`src/rtl/fetch_ctrl_pkg.sv`:
```
// Shared types for the fetch-stage sequencer.
// Provides the FSM state encoding used by fetch_ctrl and by anything monitoring its state.
package fetch_ctrl_pkg;

  typedef enum logic [1:0] {
    StBoot   = 2'd0,
    StRun    = 2'd1,
    StDrain  = 2'd2,
    StHalted = 2'd3
  } fetch_state_e;

endpackage

```
`src/rtl/sat_counter.sv`:
```
// Saturating up-counter used for the fetch-stage perf counters.
// Ports:
//   clk    system clock
//   rst_n  synchronous active-low reset, clears the count
//   inc    increment request for this cycle
//   cnt    current count, holds at all-ones once saturated
module sat_counter #(
  parameter int unsigned CNT_W = 16
) (
  input  logic             clk,
  input  logic             rst_n,
  input  logic             inc,
  output logic [CNT_W-1:0] cnt
);

  logic [CNT_W-1:0] cnt_q;

  always_ff @(posedge clk) begin
    if (!rst_n) begin
      cnt_q <= '0;
    end else if (inc && (cnt_q != {CNT_W{1'b1}})) begin
      cnt_q <= cnt_q + 1'b1;
    end
  end

  assign cnt = cnt_q;

endmodule

```
`src/rtl/fetch_ctrl.sv`:
```
// Instruction-fetch sequencer: arbitrates EX redirects, ID load-use stalls and ID halt decode,
// drives the fetch stage controls and pipeline flushes, and sequences boot and halt drain.
// Ports:
//   clk, rst_n             clock, synchronous active-low reset
//   br_taken, br_target    EX redirect request and target
//   ld_use_haz             ID load-use hazard
//   hlt_dec                ID decoded a valid HLT
//   stall, alt_pc_ctrl,
//   alt_pc, hlt            fetch-stage controls (combinational, act at next edge)
//   flush_if_id,
//   flush_id_ex            pipeline register squash/bubble
//   halted                 sticky, pipeline fully drained after HLT
//   stall_cnt, redir_cnt   saturating perf counters
module fetch_ctrl
  import fetch_ctrl_pkg::*;
#(
  parameter int unsigned ADDR_W    = 16,
  parameter int unsigned BOOT_CYC  = 1,
  parameter int unsigned DRAIN_CYC = 3,
  parameter int unsigned CNT_W     = 16
) (
  input  logic              clk,
  input  logic              rst_n,
  input  logic              br_taken,
  input  logic [ADDR_W-1:0] br_target,
  input  logic              ld_use_haz,
  input  logic              hlt_dec,
  output logic              stall,
  output logic              alt_pc_ctrl,
  output logic [ADDR_W-1:0] alt_pc,
  output logic              hlt,
  output logic              flush_if_id,
  output logic              flush_id_ex,
  output logic              halted,
  output logic [CNT_W-1:0]  stall_cnt,
  output logic [CNT_W-1:0]  redir_cnt
);

  localparam int unsigned BootW  = (BOOT_CYC > 1) ? $clog2(BOOT_CYC + 1) : 1;
  localparam int unsigned DrainW = (DRAIN_CYC > 1) ? $clog2(DRAIN_CYC + 1) : 1;

  fetch_state_e      state_q, state_d;
  logic [BootW-1:0]  boot_cnt_q, boot_cnt_d;
  logic [DrainW-1:0] drain_cnt_q, drain_cnt_d;
  logic              halted_q;
  logic              stall_inc, redir_inc;

  always_ff @(posedge clk) begin
    if (!rst_n) begin
      state_q     <= StBoot;
      boot_cnt_q  <= BootW'(BOOT_CYC);
      drain_cnt_q <= '0;
      halted_q    <= 1'b0;
    end else begin
      state_q     <= state_d;
      boot_cnt_q  <= boot_cnt_d;
      drain_cnt_q <= drain_cnt_d;
      if (state_d == StHalted) begin
        halted_q <= 1'b1;
      end
    end
  end

  always_comb begin
    state_d     = state_q;
    boot_cnt_d  = boot_cnt_q;
    drain_cnt_d = drain_cnt_q;
    stall       = 1'b0;
    alt_pc_ctrl = 1'b0;
    alt_pc      = '0;
    hlt         = 1'b0;
    flush_if_id = 1'b0;
    flush_id_ex = 1'b0;
    stall_inc   = 1'b0;
    redir_inc   = 1'b0;

    case (state_q)
      StBoot: begin
        stall       = 1'b1;
        flush_if_id = 1'b1;
        flush_id_ex = 1'b1;
        if (boot_cnt_q != '0) begin
          boot_cnt_d = boot_cnt_q - 1'b1;
        end
        // Leave on the cycle the count expires so BOOT lasts exactly BOOT_CYC cycles.
        if (boot_cnt_q <= BootW'(1)) begin
          state_d = StRun;
        end
      end
      StRun: begin
        if (br_taken) begin
          // Younger hlt_dec / ld_use_haz are flushed along with the wrong path.
          alt_pc_ctrl = 1'b1;
          alt_pc      = br_target;
          flush_if_id = 1'b1;
          flush_id_ex = 1'b1;
          redir_inc   = 1'b1;
        end else if (hlt_dec) begin
          // The HLT itself flows on to WB; only the fetch behind it is squashed.
          hlt         = 1'b1;
          flush_if_id = 1'b1;
          state_d     = StDrain;
          drain_cnt_d = DrainW'(DRAIN_CYC - 1);
        end else if (ld_use_haz) begin
          stall       = 1'b1;
          flush_id_ex = 1'b1;
          stall_inc   = 1'b1;
        end
      end
      StDrain: begin
        if (br_taken) begin
          // An older branch resolved behind us: the HLT was on the wrong path.
          alt_pc_ctrl = 1'b1;
          alt_pc      = br_target;
          flush_if_id = 1'b1;
          flush_id_ex = 1'b1;
          redir_inc   = 1'b1;
          state_d     = StRun;
          drain_cnt_d = '0;
        end else begin
          hlt         = 1'b1;
          flush_if_id = 1'b1;
          if (drain_cnt_q == '0) begin
            state_d = StHalted;
          end else begin
            drain_cnt_d = drain_cnt_q - 1'b1;
          end
        end
      end
      StHalted: begin
        hlt   = 1'b1;
        stall = 1'b1;
      end
      default: begin
        state_d = StBoot;
      end
    endcase
  end

  assign halted = halted_q;

  sat_counter #(
    .CNT_W(CNT_W)
  ) u_stall_cnt (
    .clk  (clk),
    .rst_n(rst_n),
    .inc  (stall_inc),
    .cnt  (stall_cnt)
  );

  sat_counter #(
    .CNT_W(CNT_W)
  ) u_redir_cnt (
    .clk  (clk),
    .rst_n(rst_n),
    .inc  (redir_inc),
    .cnt  (redir_cnt)
  );

endmodule
```
`config.mk`:
```
export PLATFORM = sky130hd
export DESIGN_NAME = fetch_ctrl
export DESIGN_NICKNAME = d
export VERILOG_FILES = /design/src/rtl/fetch_ctrl_pkg.sv /design/src/rtl/sat_counter.sv /design/src/rtl/fetch_ctrl.sv
export SDC_FILE = /design/constraint.sdc
export NUM_CORES = 1
export LEC_CHECK = 0
export CORE_MARGIN = 8
export CORE_UTILIZATION = 25
export DETAILED_ROUTE_END_ITERATION = 8
export SLEW_MARGIN = 10
export SYNTH_ARGS = -nofsm -noshare
export SYNTH_HDL_FRONTEND = slang
export SYNTH_HIERARCHICAL = 1
export SYNTH_SLANG_ARGS = --single-unit
export TNS_END_PERCENT = 10
```
`constraint.sdc`:
```
create_clock -name clk -period 3.45 [get_ports clk]
set_clock_uncertainty 0.2 [all_clocks]
set_input_delay 0.69 -clock clk [delete_from_list [all_inputs] [get_ports clk]]
set_output_delay 0.69 -clock clk [all_outputs]
set_load 0.1 [all_outputs]
```
==> flow_summary.json <==
{
  "antenna_found_initial": 0,
  "rr_startpoint": "state_q[0]",
  "synth_fa_ha_area_share_pct": 3.97,
  "synth_compound_area_share_pct": 18.0,
  "critPathSlowestCell": "clkdlybuf4s50_1",
  "areaGrowthSynthToFinish_pct": 50.7,
  "insertion_delay_ps": 300,
  "synthMuxAreaShare_pct": 2.72,
  "routed_wl_um": 6500,
  "cp_slowest_stage_delay_ps": 630,
  "drtPass1Iterations": 4,
  "grtUsageMet2_pct": 18.1,
  "hold_viol": 0,
  "syn_inst": 266,
  "final_layout_size_suffix_gt1_share_pct": 22.4,
  "overflow": 0,
  "path_cells": "clkdlybuf4s50_1 > nor3_1 > nor2b_1 > nor2_2 > buf_12",
  "ys_seq_elements": 37,
  "final_cell_count_no_fill": 452,
  "async_flop_share_pct": 0,
  "fillers": 880,
  "crit-reg2reg-capture": "u_redir_cnt/cnt[11]",
  "diodes": 0,
  "synth-xor-area-share_pct": 1.59,
  "power.density_mw_per_mm2": 395,
  "max_cap_viol_count": 0,
  "grt_max_degree": 19,
  "yosys.area_share.simple_pct": 35.8,
  "vias": 2291,
  "place_inst": 444,
  "drtIter0Drc": 120,
  "worstSetupEndpointType": "output pin",
  "final_util_pct": 38.5,
  "cts_sinks": 37,
  "grt.met3_usage_pct": 2.44,
  "multi_input_area_mm2": 0.00137,
  "ys_top_cells_by_area": "dfxtp_1, a21oi_1, and3_1",
  "ctsHtreeMaxLevel": 2,
  "worst_setup_path_start_kind": "primary input",
  "finalCriticalPeriod_ps": 2970,
  "syn-num-nets": 294,
  "hold_slack_ps": 272,
  "rsz0062_at_grt": "false",
  "grt_pass1_vias": 2172,
  "cp_max_fo": 14,
  "clk_pin_slew_worst_paths_ps": 70,
  "io_buffers": 74,
  "grt_usage_pct": 10.9,
  "setup_viol": 0,
  "hold_depth": 1,
  "worst_path_dominant_cell_family": "buffers and inverters",
  "synthTopCellsByCount": "dfxtp_1, a21oi_1, nand2_1",
  "cts_buffers": 5,
  "crit_buf_inv": 2,
  "synth_edf_count": 0,
  "io_pins": 75,
  "netlist.area_leader.share_pct": 33.5,
  "synth_top_family_by_area": "simple AND/OR/NAND/NOR gates",
  "setup-tns-final_ps": 0,
  "status": "finished, final reports clean",
  "core_mm2": 0.00864,
  "gp_congestion": 0.781,
  "ys_seq_area_share_pct": 33.5,
  "cts_root_buffer": "clkbuf_8",
  "syn_area_per_cell_um2": 8.30,
  "syn_area_mm2": 0.00221,
  "fmax_mhz": 337,
  "critPathKind": "in2out",
  "dp_hpwl_um": 4950,
  "leakagePower_nw": 1.28,
  "seqCellArea_um2": 741,
  "core.rowCount": 34,
  "finalCritPeriodShare_pct": 86.1,
  "synth.most_common_cell": "dfxtp_1",
  "fp.dieH_um": 110,
  "ys_types": 43,
  "min_path_type": "reg2reg",
  "finalWorstSetupSlack_ps": 480,
  "cp_data_arrival_time_ps": 2080,
  "finalMaxSlewViolations": 0,
  "worst_pin_slew_ps": 638,
  "cts_tree": "done",
  "worstHoldStart": "halted",
  "max-slew-margin-rel_pct": 56.9,
  "reg2reg_setup_slack_ps": 740,
  "fin_nets": 371,
  "grt-busiest-layer": "met2",
  "ff2ff_path_depth": 6,
  "grt_pass1_wl_um": 10700,
  "hold_path_end": "halted",
  "pre_cts_slack_ps": 391,
  "cts_hold_buf": 0,
  "dominantRegCellSynth": "dfxtp_1",
  "drc_errors": 0,
  "avgViaCountPerCell": 5.07,
  "yosys.area.top_type": "dfxtp_1",
  "required_ps": 2560,
  "die_w_um": 110,
  "dieArea_mm2": 0.0121,
  "use_met1_pct": 13.8,
  "yosysWarningCount": 6,
  "ir_worst_vdd_v": 0.000190,
  "clockBufferDepth": 2,
  "initial_core_util_pct": 25.6,
  "postCtsSetupBuffers": 0,
  "wl_per_cell_um": 14.4,
  "cts_resized": 0,
  "final_antenna_net_count": 0
}
-- cells in the final DEF, fill, tap and decap left out, drive strengths merged --
| cell type | instances |
|---|---|
| nand4 | 8 |
| clkbuf | 6 |
| nor4bb | 2 |
| o41ai | 2 |
| a21oi | 23 |
| bufinv | 1 |
| clkinvlp | 1 |
| o211ai | 3 |
| a31oi | 1 |
| and3 | 16 |
| clkdlybuf4s50 | 20 |
| and4 | 6 |
| o311ai | 2 |
| or3 | 8 |
| buf | 59 |
| o21ai | 10 |
| dfxtp | 37 |
| a221oi | 1 |
| and2 | 1 |
| nand2 | 21 |
| ha | 7 |
| nor2b | 2 |
| xor2 | 2 |
| o31ai | 11 |
| or4 | 10 |
| o211a | 3 |
| nor3 | 6 |
| nor2 | 17 |
| o21a | 1 |
| a22oi | 1 |
| nand3b | 2 |
| nor4 | 8 |
| mux2i | 6 |
| xnor2 | 2 |
| nand3 | 14 |
| o22ai | 1 |
| inv | 14 |
| nor3b | 2 |
| nand2b | 6 |
| a32oi | 1 |
-- worst register-to-register path, delay by kind of cell, from the launching register on --
kind,cells,cell delay (ps)
muxes,1,230
buffers and inverters,1,90
and+or+nand+nor,3,1160
DFF,1,410
adders and majority gates,1,550
-- sequential cells by signal, indices dropped and copies added, names as in the netlist --
signal	count
u_redir_cnt/cnt	16
u_stall_cnt/cnt	16
drain_cnt_q	2
state_q	2
halted	1
-- where the power goes --
part / internal (mW) / switching (mW) / total (mW)
Clock: 0.235 / 0.167 / 0.402
Sequential: 0.435 / 0.00845 / 0.444
Combinational: 0.159 / 0.309 / 0.468
-- logic make-up after synthesis --
| group | after synthesis |
|---|---|
| AO/OA/AOI/OAI | 60 |
| adder cells (fa/ha/maj) | 7 |
| flip-flops | 37 |
| buffers and inverters | 23 |
| AND/OR/NAND/NOR | 129 |
| XOR/XNOR | 4 |
| multiplexers | 6 |
-- layer usage --
layer / vias up / wire length, um
li1: 1157 / -
met1: 1083 / 2930
met2: 44 / 3190
met3: 7 / 304
met4: 0 / 70
met5: - / 0
-- worst max path at each step --
stage / to / slack (ps) / from / depth (start not counted)
5_1_grt: stall / 310 / br_taken / 5
3_5_place_dp: u_redir_cnt/cnt[11] / 390 / br_taken / 5
3_3_place_gp: u_redir_cnt/cnt[11] / 450 / br_taken / 5
2_1_floorplan: flush_if_id / 70 / br_taken / 3
4_1_cts: stall / 470 / br_taken / 5
6_report: stall / 480 / br_taken / 5
-- final cells by class --
class | count | area share [%]
Inverter | 14 | 1.58
Tap cell | 108 | 4.06
Multi-Input combinational cell | 206 | 41.3
Clock buffer | 6 | 2.48
Sequential cell | 37 | 22.3
Clock inverter | 2 | 1.13
Timing Repair Buffer | 79 | 27.2
-- per-stage QoR --
stage / power, mW / cell area (um^2)
3_3_place_gp: 0.921 / 3210
3_5_place_dp: 0.925 / 3210
2_1_floorplan: 0.753 / 2210
4_1_cts: 1.33 / 3330
6_report: 1.31 / 3330
5_1_grt: 1.37 / 3330
Power figures use the tool's default switching activity.
